===== src/rtl/array_serializer_pkg.sv =====
// array_serializer_pkg: shared state type and index-width helper
// for the array flatten serializer.
package array_serializer_pkg;

    typedef enum logic {IDLE, STREAM} ser_state_t;

    function automatic int idx_w(input int n);
        return (n > 1) ? $clog2(n) : 1;
    endfunction

endpackage


===== src/rtl/array_index_counter.sv =====
// array_index_counter: 2-D wrap counter walking a ROWS x COLS grid
// in row- or column-major order, flagging the final element.
module array_index_counter
    import array_serializer_pkg::*;
#(
    parameter int ROWS      = 3,
    parameter int COLS      = 2,
    parameter bit COL_MAJOR = 1'b0,
    localparam int RW = idx_w(ROWS),
    localparam int CW = idx_w(COLS)
) (
    input  logic          clk,
    input  logic          rst_n,
    input  logic          clear,
    input  logic          advance,
    output logic [RW-1:0] row,
    output logic [CW-1:0] col,
    output logic          is_last
);

    localparam logic [RW-1:0] ROW_MAX = RW'(ROWS - 1);
    localparam logic [CW-1:0] COL_MAX = CW'(COLS - 1);

    logic row_end;
    logic col_end;

    assign row_end = (row == ROW_MAX);
    assign col_end = (col == COL_MAX);
    assign is_last = row_end & col_end;

    // The final element wraps both axes, so the grid restarts at [0][0].
    always_ff @(posedge clk or negedge rst_n) begin
        if (!rst_n) begin
            row <= '0;
            col <= '0;
        end else if (clear) begin
            row <= '0;
            col <= '0;
        end else if (advance) begin
            if (COL_MAJOR) begin
                row <= row_end ? '0 : row + 1'b1;
                if (row_end)
                    col <= col_end ? '0 : col + 1'b1;
            end else begin
                col <= col_end ? '0 : col + 1'b1;
                if (col_end)
                    row <= row_end ? '0 : row + 1'b1;
            end
        end
    end

endmodule


===== src/rtl/array_flatten_serializer.sv =====
// array_flatten_serializer: streams a packed ROWS x COLS bundle one tagged
// element per beat. Define ARRAY_SERIALIZER_COL_MAJOR_EN for column-major order.
module array_flatten_serializer
    import array_serializer_pkg::*;
#(
    parameter int WIDTH = 4,
    parameter int ROWS  = 3,
    parameter int COLS  = 2,
    localparam int RW = idx_w(ROWS),
    localparam int CW = idx_w(COLS),
    localparam int N  = ROWS * COLS
) (
    input  logic               clk,
    input  logic               rst_n,
    input  logic               in_valid,
    output logic               in_ready,
    input  logic [N*WIDTH-1:0] in_data,
    output logic               out_valid,
    input  logic               out_ready,
    output logic [WIDTH-1:0]   out_data,
    output logic [RW-1:0]      out_row,
    output logic [CW-1:0]      out_col,
    output logic               out_last
);

`ifdef ARRAY_SERIALIZER_COL_MAJOR_EN
    localparam bit COL_MAJOR = 1'b1;
`else
    localparam bit COL_MAJOR = 1'b0;
`endif

    ser_state_t         state;
    logic               valid_q;
    logic [N*WIDTH-1:0] bundle_q;
    logic               is_last;
    logic               out_hs;
    logic               last_hs;
    logic               in_hs;
    logic [WIDTH-1:0]   elem [ROWS][COLS];

    assign out_hs   = valid_q & out_ready;
    assign last_hs  = out_hs & is_last;
    assign in_ready = (state == IDLE) | last_hs;
    assign in_hs    = in_valid & in_ready;

    array_index_counter #(
        .ROWS      (ROWS),
        .COLS      (COLS),
        .COL_MAJOR (COL_MAJOR)
    ) u_idx (
        .clk     (clk),
        .rst_n   (rst_n),
        .clear   (in_hs),
        .advance (out_hs),
        .row     (out_row),
        .col     (out_col),
        .is_last (is_last)
    );

    for (genvar r = 0; r < ROWS; r++) begin : g_row
        for (genvar c = 0; c < COLS; c++) begin : g_col
            assign elem[r][c] = bundle_q[(r*COLS+c)*WIDTH +: WIDTH];
        end
    end

    assign out_valid = valid_q;
    assign out_data  = elem[out_row][out_col];
    assign out_last  = valid_q & is_last;

    // A capture on the last beat keeps STREAM alive with no bubble.
    always_ff @(posedge clk or negedge rst_n) begin
        if (!rst_n) begin
            state    <= IDLE;
            valid_q  <= 1'b0;
            bundle_q <= '0;
        end else begin
            if (in_hs)
                bundle_q <= in_data;
            unique case (state)
                IDLE: begin
                    if (in_hs) begin
                        state   <= STREAM;
                        valid_q <= 1'b1;
                    end
                end
                STREAM: begin
                    if (last_hs && !in_valid) begin
                        state   <= IDLE;
                        valid_q <= 1'b0;
                    end
                end
                default: begin
                    state   <= IDLE;
                    valid_q <= 1'b0;
                end
            endcase
        end
    end

endmodule


===== config.mk =====
export PLATFORM = sky130hd
export DESIGN_NAME = array_flatten_serializer
export DESIGN_NICKNAME = d
export VERILOG_FILES = /design/src/rtl/array_serializer_pkg.sv /design/src/rtl/array_index_counter.sv /design/src/rtl/array_flatten_serializer.sv
export SDC_FILE = /design/constraint.sdc
export NUM_CORES = 1
export LEC_CHECK = 0
export CAP_MARGIN = 20
export CORE_UTILIZATION = 40
export CTS_CLUSTER_SIZE = 40
export DETAILED_ROUTE_END_ITERATION = 12
export HOLD_SLACK_MARGIN = 0.12
export MAX_ROUTING_LAYER = met4
export PLACE_DENSITY = 0.71
export SYNTH_ARGS = -nofsm -noshare
export SYNTH_HDL_FRONTEND = slang
export SYNTH_HIERARCHICAL = 1
export SYNTH_SLANG_ARGS = --single-unit

===== constraint.sdc =====
create_clock -name clk -period 2.2 [get_ports clk]
set_clock_uncertainty 0.05 [all_clocks]
set_input_delay 0.66 -clock clk [delete_from_list [all_inputs] [get_ports clk]]
set_output_delay 0.66 -clock clk [all_outputs]
set_load 0.03 [all_outputs]

# == After elaboration in Yosys (flattened, before gate mapping) ==
# Cells that the tools add are included.
# op_classes
addsub,2
order_cmp,2
eq_ne,3
muxes,19
n_bitwise,9
reduce_logical,6
# ops
cell,n
$bmux 8 s2,1
$mux 8,2
$mux 4,3
$mux 2,4
$mux 1,7
$and 1x1->1,5
$pmux 1 s2,2
$reduce_and 2->1,2
$reduce_bool 2->1,2
$ge 3x3->1 const B,1
$not 2->3,1
$add 2x1->2 const B,1
$eq 2x2->1 const B,1
$ge 2x2->1 const B,1
$ne 2x1->1 const B,1
$ne 2x2->1 const B,1
$not 1->2,1
$add 1x1->1 const B,1
$logic_and 1x1->1,1
$logic_not 1->1,1
$not 1->1,1
$or 1x1->1,1
# totals
regBits,29
inputBits,28
output_inout_bits,10

# == Logic depth before layout (Yosys ltp) ==
# Gate-level depths: netlist of run 1.
# logic_depth
depth_word,7
depth_mapped,5
ltp_nobuf,4

# == Hierarchy ==
# The synthesis of run 1 kept the hierarchy.
# by_module_without_submodules
module,n_inst,cells_each,area_per_inst_um2
array_flatten_serializer,1,85,1212.4
array_index_counter,1,12,147.6

# == Worst setup path after synthesis of run 1 ==
# Ideal clock, no wire load.
# synth_timing
path_type,reg-to-output
from,register u_idx.col
to,output port out_data[0]
arrival_time_ns,1.572
t_required_ns,1.490
setup_slack_ns,-0.082
stages_incl_launch_ff,4
cell_sequence,dfrtp_1 -> buf_4 -> mux2i_1 -> o221ai_1
# synth_via
elab_chain_cells,4
# synth_rtl
item,line,text
start: declaration,array_index_counter.sv:17,"output logic [CW-1:0] col,"
start signal: assignment,array_index_counter.sv:43,col <= col_end ? '0 : col + 1'b1;
start signal: assignment,array_index_counter.sv:45,col <= col_end ? '0 : col + 1'b1;
$not 1->2 (implied by the code),array_flatten_serializer.sv:67,assign out_data = elem[out_row][out_col];
$mux 4 (implied by the code) (3 in series),array_flatten_serializer.sv:67,
end: declaration,array_flatten_serializer.sv:20,"output logic [WIDTH-1:0] out_data,"
# Every way passes these cells. The select of a mux whose other input is x is not followed.

# == Final worst setup path of run 1 ==
# layout_timing
from,register u_idx.col
to,output port out_data[3]
# Same word-level chain as after synthesis.

==> flow_summary_export.csv, run 1 <==
group,metric,value,unit
sta,finalCritPeriodShare,104,%
worst_setup_path,ff2ff_path_depth,7,
sta,setup_ws,-0.0926,ns
sta,fmax,436,MHz
worst_setup_path,critPathArrivalTime,1.58,ns
die,rows,20,
yosys,synth_common_cells,"dfrtp_1 (29), mux2_2 (22), mux2i_1 (12)",
pwr,power,1.79,mW
routing,dr_total_vias,982,
clock_tree,cts_tree,"done",
clock_tree,ctsHoldBuffers,0,
final_layout,diodes,0,
die,core-area,3130,um^2
place,hpwl,1900,um
die,die-area,3640,um^2
yosys,synth.distinct_cells,21,
final_layout,finish.instance_area,1970,um^2
yosys,synth_ff_type,"dfrtp_1",
yosys,syn_area,1360,um^2
pwr,power_density,908,nW/um^2
die,ioPinCount,38,
sta,worst_pin_slew,0.364,ns
yosys,synth_cells,97,
routing,drt-total-wl,2770,um
run_status,violations,"setup timing",
yosys,synth.most_common_cell,"dfrtp_1",
die,dieWidth,60.3,um
routing,ant_nets,0,
final_layout,num-nets-final,179,
final_layout,drive_gt1_share,38.4,%
clock_tree,htreeDepth,2,
worst_setup_path,worstSetupPathType,"flip-flop to primary output",
clock_tree,cts_buffers,5,
pwr,ir_worst_vdd,0.000392,V
sta,holdWs,0.450,ns
sta,slew_viol_final,0,
final_layout,syn_to_final_growth,45.2,%
routing,vias_per_cell,5.04,
worst_setup_path,critPathRequiredTime,1.49,ns
yosys,synth.area.top_cells,"dfrtp_1 (53%), mux2_2 (18%), mux2i_1 (8.8%)",
yosys,avgSynthCellArea,14.0,um^2
pwr,p_leak,0.883,nW
min_path,hold_path_class,"flip-flop to flip-flop",
worst_setup_path,endpoint_kind,"primary output",
sta,max_slew_margin,75.7,%
min_path,hold_path.startpoint,"bundle_q[23]",
place,gp_congestion,0.703,
sta,hold_viol_final,0,
min_path,hold_end,"bundle_q[23]",
sta,setup_viol,4,
worst_setup_path,r2r_start,"u_idx/col",
yosys,syn-num-nets,125,
routing,drtPass1Iterations,4,
global_route,grt_max_degree,30,
clock_tree,cts.path.max_buffers,2,
yosys,async_flop_share,100,%
place,numPortBuffers,37,
flow_run,drv_cap,0,
run_status,status,"complete, but fails checks",
worst_setup_path,cp_max_fo,9,
yosys,seq_area_frac_synth,53.4,%
clock_tree,insertion_delay,0.31,ns
routing,drt_iter0_drc,35,
worst_setup_path,crit_path_start_kind,"flip-flop",
routing,route.detailed.drc,0,
sta,rsz0062_at_grt,"true",
die,die_y,60.3,um
place,placedInstanceArea,1830,um^2
min_path,holdPathStages,1,
global_route,grt_pass1_vias,1040,
global_route,grt_pass1_wl,4450,um
clock_tree,root_buffer,"clkbuf_4",
die,initial_core_util,43.5,%
yosys,synth_top_cell_area_share,53.4,%
yosys,ys_seq_elements,29,
sta,post-route-min-period,2.29,ns
yosys,synth_top_area_cell,"dfrtp_1",
worst_setup_path,r2r_setup_slack,0.31,ns
yosys,synth_edf_count,0,
routing,wl_per_cell,14.2,um
global_route,antenna_found_initial,0,
global_route,track_usage,17.9,%
global_route,grt-ovfl-total,0,
worst_setup_path,reg2reg_to,"bundle_q[17]",
yosys,ys_warn_count,6,
clock_tree,cts.sinks,29,
clock_tree,path_clk_slew,0.08,ns
critical path: stages, from the launching register on:
cell and delay [ns]:
dfrtp_1 0.41, buf_12 0.15, mux2i_1 0.10, or3_1 0.34, o221ai_2 0.10, buf_6 0.16
worst max path at each step:
stage               startpoint          end  slack, ns  depth (start not counted)
floorplan            u_idx/col  out_data[1]       0.01                          4
global placement     out_ready     in_ready      -0.03                          4
detailed placement   out_ready     in_ready      -0.07                          4
CTS                  u_idx/col  out_data[3]      -0.10                          5
global route         u_idx/col  out_data[3]      -0.17                          5
finish               u_idx/col  out_data[3]      -0.09                          5
cell type report:
class / instances / area (um^2)
timing repair buffer: 50 / 497
sequential: 29 / 728
tap: 44 / 55.1
fill: 260 / 1150
clock buffer: 7 / 55.1
multi-input combinational: 65 / 639
sequential cells by signal (all words and copies together) (netlist names):
register   count
state          1
u_idx/row      2
u_idx/col      1
bundle_q      24
out_valid      1
layout by cell type, fill, tap and decap left out, drive strengths merged:
master / n
a21bo: 2
a21boi: 1
a21oi: 3
and2: 2
and3b: 1
buf: 20
clkbuf: 7
clkdlybuf4s50: 26
dfrtp: 29
dlygate4sd2: 3
dlymetal6s2s: 1
mux2: 24
mux2i: 12
nand2: 2
nand2b: 3
nand3: 1
nand4b: 1
nand4bb: 1
nor2: 2
o21ai: 1
o221ai: 4
or3: 4
xnor2: 1
through the flow:
stage	util, %	setup TNS (ns)	setup WS (ns)	std cells
6_report	63.1	-0.285	-0.0926	195
2_1_floorplan	-	0	0.0102	97
5_1_grt	63.1	-0.611	-0.173	195
3_3_place_gp	58.4	-0.0281	-0.0281	180
3_5_place_dp	58.4	-0.388	-0.0724	180
4_1_cts	61.9	-0.338	-0.103	192
power breakdown:
part | switching, mW | total [mW] | internal, mW | leakage (nW)
combinational | 0.372 | 0.807 | 0.435 | 0.496
clock | 0.169 | 0.320 | 0.151 | 0.0314
sequential | 0.0573 | 0.666 | 0.608 | 0.355
total | 0.599 | 1.79 | 1.19 | 0.883
layer usage:
metal  part of all wire (%)  vias up  global-route usage (%)
met1                     41      480                    19.9
li1                       -      469                       -
met2                     51       28                    28.9
met4                    1.7        0                    9.63
met5                      0        -                       -
met3                    5.4        5                    5.19
cell families (layout without fill, tap and decap cells):
group	count (synthesis)	count (layout)	synth area share, %
flops	29	29	53.4
buf+inv	3	57	2.21
simple gates	17	17	8.19
compound gates	11	11	6.90
mux	36	36	28.7
xor+xnor	1	1	0.644
repair_timing:
item / CTS / global route
setup endpoints to repair: 8 / 7
pin swaps: 1 / 0
gates resized for setup: 9 / 5
buffers inserted: 5 / 3
Note: power is estimated with default switching activity, not from simulation.
==> run 2, diff against run 1 <==
- clock period: 2.2 -> 2.65 ns (I/O delays scaled with it)
==> run 2 against run 1 <==
Compared with the run above:
- the run now ends clean
- via count is 6.8% lower
- flip-flop and latch count stayed put
- register-to-register slack better by 0.55 ns
- critical path depth shrank 1
- non-clock buffer count shrank 9
- critical endpoint is now in_ready
- highest routed layer unchanged
==> flow_summary_export.csv, run 2 (synthesis gave the netlist of run 1 again) <==
group,metric,value,unit
routing,drtPass1Iterations,3,
sta,post-route-min-period,2.53,ns
sta,hold_viol_final,0,
worst_setup_path,critPathRequiredTime,1.81,ns
global_route,grt_pass1_vias,1009,
final_layout,drive_gt1_share,28.9,%
global_route,grt_pass1_wl,4270,um
worst_setup_path,worstSetupPathType,"primary input to primary output",
worst_setup_path,critPathArrivalTime,1.68,ns
worst_setup_path,cp_slowest_stage_delay,0.51,ns
final_layout,final_common_cell,"clkdlybuf4s50_1",
pwr,p_leak,0.800,nW
die,dieWidth,60.3,um
worst_setup_path,endpoint_kind,"primary output",
die,core-area,3130,um^2
clock_tree,cts.path.max_buffers,2,
clock_tree,root_buffer,"clkbuf_4",
clock_tree,insertion_delay,0.33,ns
flow_run,drv_cap,0,
final_layout,syn_to_final_growth,35.1,%
routing,drt_iter0_drc,21,
worst_setup_path,critPathBufInv,2,
sta,finalCritPeriodShare,95.3,%
min_path,hold_path_class,"flip-flop to flip-flop",
clock_tree,path_clk_slew,0.08,ns
die,die-area,3640,um^2
place,pre_cts_ws,0.131,ns
global_route,grt-ovfl-total,0,
sta,slew_viol_final,0,
routing,route.detailed.drc,0,
sta,max_slew_margin,76.0,%
pwr,power,1.34,mW
place,numPortBuffers,37,
worst_setup_path,cp_slowest_cell,"clkdlybuf4s50_1",
place,gp_congestion,0.787,
die,initial_core_util,43.5,%
sta,fin_tns_setup,0,ns
pwr,power_density,730,nW/um^2
routing,dr_total_vias,915,
sta,rsz0062_at_grt,"false",
final_layout,most-common-layout-cells,"clkdlybuf4s50_1 (31), dfrtp_1 (29), mux2_2 (22)",
worst_setup_path,cp_cell_sequence,"clkdlybuf4s50_1, nand3_2, nand2_1, buf_4",
die,rows,20,
final_layout,reg_top3,"bundle_q (24), u_idx/row (2)",
routing,drt-total-wl,2470,um
global_route,grt_max_degree,30,
sta,worst_pin_slew,0.359,ns
global_route,antenna_found_initial,0,
final_layout,top_register,"bundle_q",
clock_tree,cts.sinks,29,
clock_tree,ctsHoldBuffers,0,
final_layout,largest_register_ffs,24,
die,ioPinCount,38,
worst_setup_path,critical_path.top_delay_family,"buffers and inverters",
worst_setup_path,cp_max_fo,3,
clock_tree,cts_tree,"done",
routing,wl_per_cell,13.3,um
sta,setup_viol,0,
final_layout,num-fill-cells,278,
routing,vias_per_cell,4.92,
final_layout,num-nets-final,170,
place,hpwl,1810,um
pwr,ir_worst_vdd,0.000429,V
worst_setup_path,crit_path_start_kind,"primary input",
sta,setup_ws,0.125,ns
clock_tree,cts_buffers,5,
routing,ant_nets,0,
sta,fmax,396,MHz
global_route,track_usage,17.1,%
final_layout,diodes,0,
clock_tree,post_cts_resized,0,
die,die_y,60.3,um
clock_tree,postCtsSetupBuffers,0,
run_status,status,"finished clean",
clock_tree,htreeDepth,2,
==> run 2: power breakdown <==
group | total, mW | internal (mW) | switching (mW)
registers | 0.547 | 0.503 | 0.0436
clock network | 0.266 | 0.125 | 0.141
logic | 0.530 | 0.263 | 0.267
total | 1.34 | 0.891 | 0.452
==> run 2: path summary, 6_finish.rpt <==
check,startpoint,end,slack [ns],cells past startpoint
max in group asynchronous,rst_n,bundle_q[12],1.48,2
worst max register to register,u_idx/row[0],bundle_q[5],0.86,5
worst min-delay path,bundle_q[11],bundle_q[11],0.46,1
min in group asynchronous,rst_n,bundle_q[19],0.79,2
worst min register to register,bundle_q[11],bundle_q[11],0.46,1
worst max-delay path,out_ready,in_ready,0.12,4
==> run 2: cell type report <==
class	instances	area (um^2)	share of cell area [%]
flip-flops and latches	29	726	39.5
multi-input cells	65	604	32.9
repair buffers	41	398	21.6
well taps	44	55.1	3.00
clock buffers	7	55.1	3.00
==> run 2: through the flow <==
step           utilization, %  cell area (um^2)  hold slack [ns]  std cells
2_1_floorplan               -              1360            0.407         97
3_3_place_gp             57.0              1780            0.420        179
3_5_place_dp             57.0              1780            0.443        179
4_1_cts                  58.8              1840            0.464        186
5_1_grt                  58.8              1840            0.483        186
6_report                 58.8              1840            0.456        186
==> run 2: per-layer routing <==
| metal | track usage [%] | vias to the layer above | part of all wire [%] |
|---|---|---|---|
| met2 | 27.2 | 32 | 46 |
| met3 | 4.76 | 6 | 7.3 |
| li1 | - | 445 | - |
| met1 | 19.2 | 432 | 44 |
| met4 | 9.97 | 0 | 2.2 |
| met5 | - | - | 0 |
==> run 3, diff against run 2 <==
- CTS_CLUSTER_DIAMETER: unset -> 40
- CTS_CLUSTER_SIZE: 40 -> 14
==> results of run 3 <==
The final DEF is identical to that of run 2; final timing and power are the same.
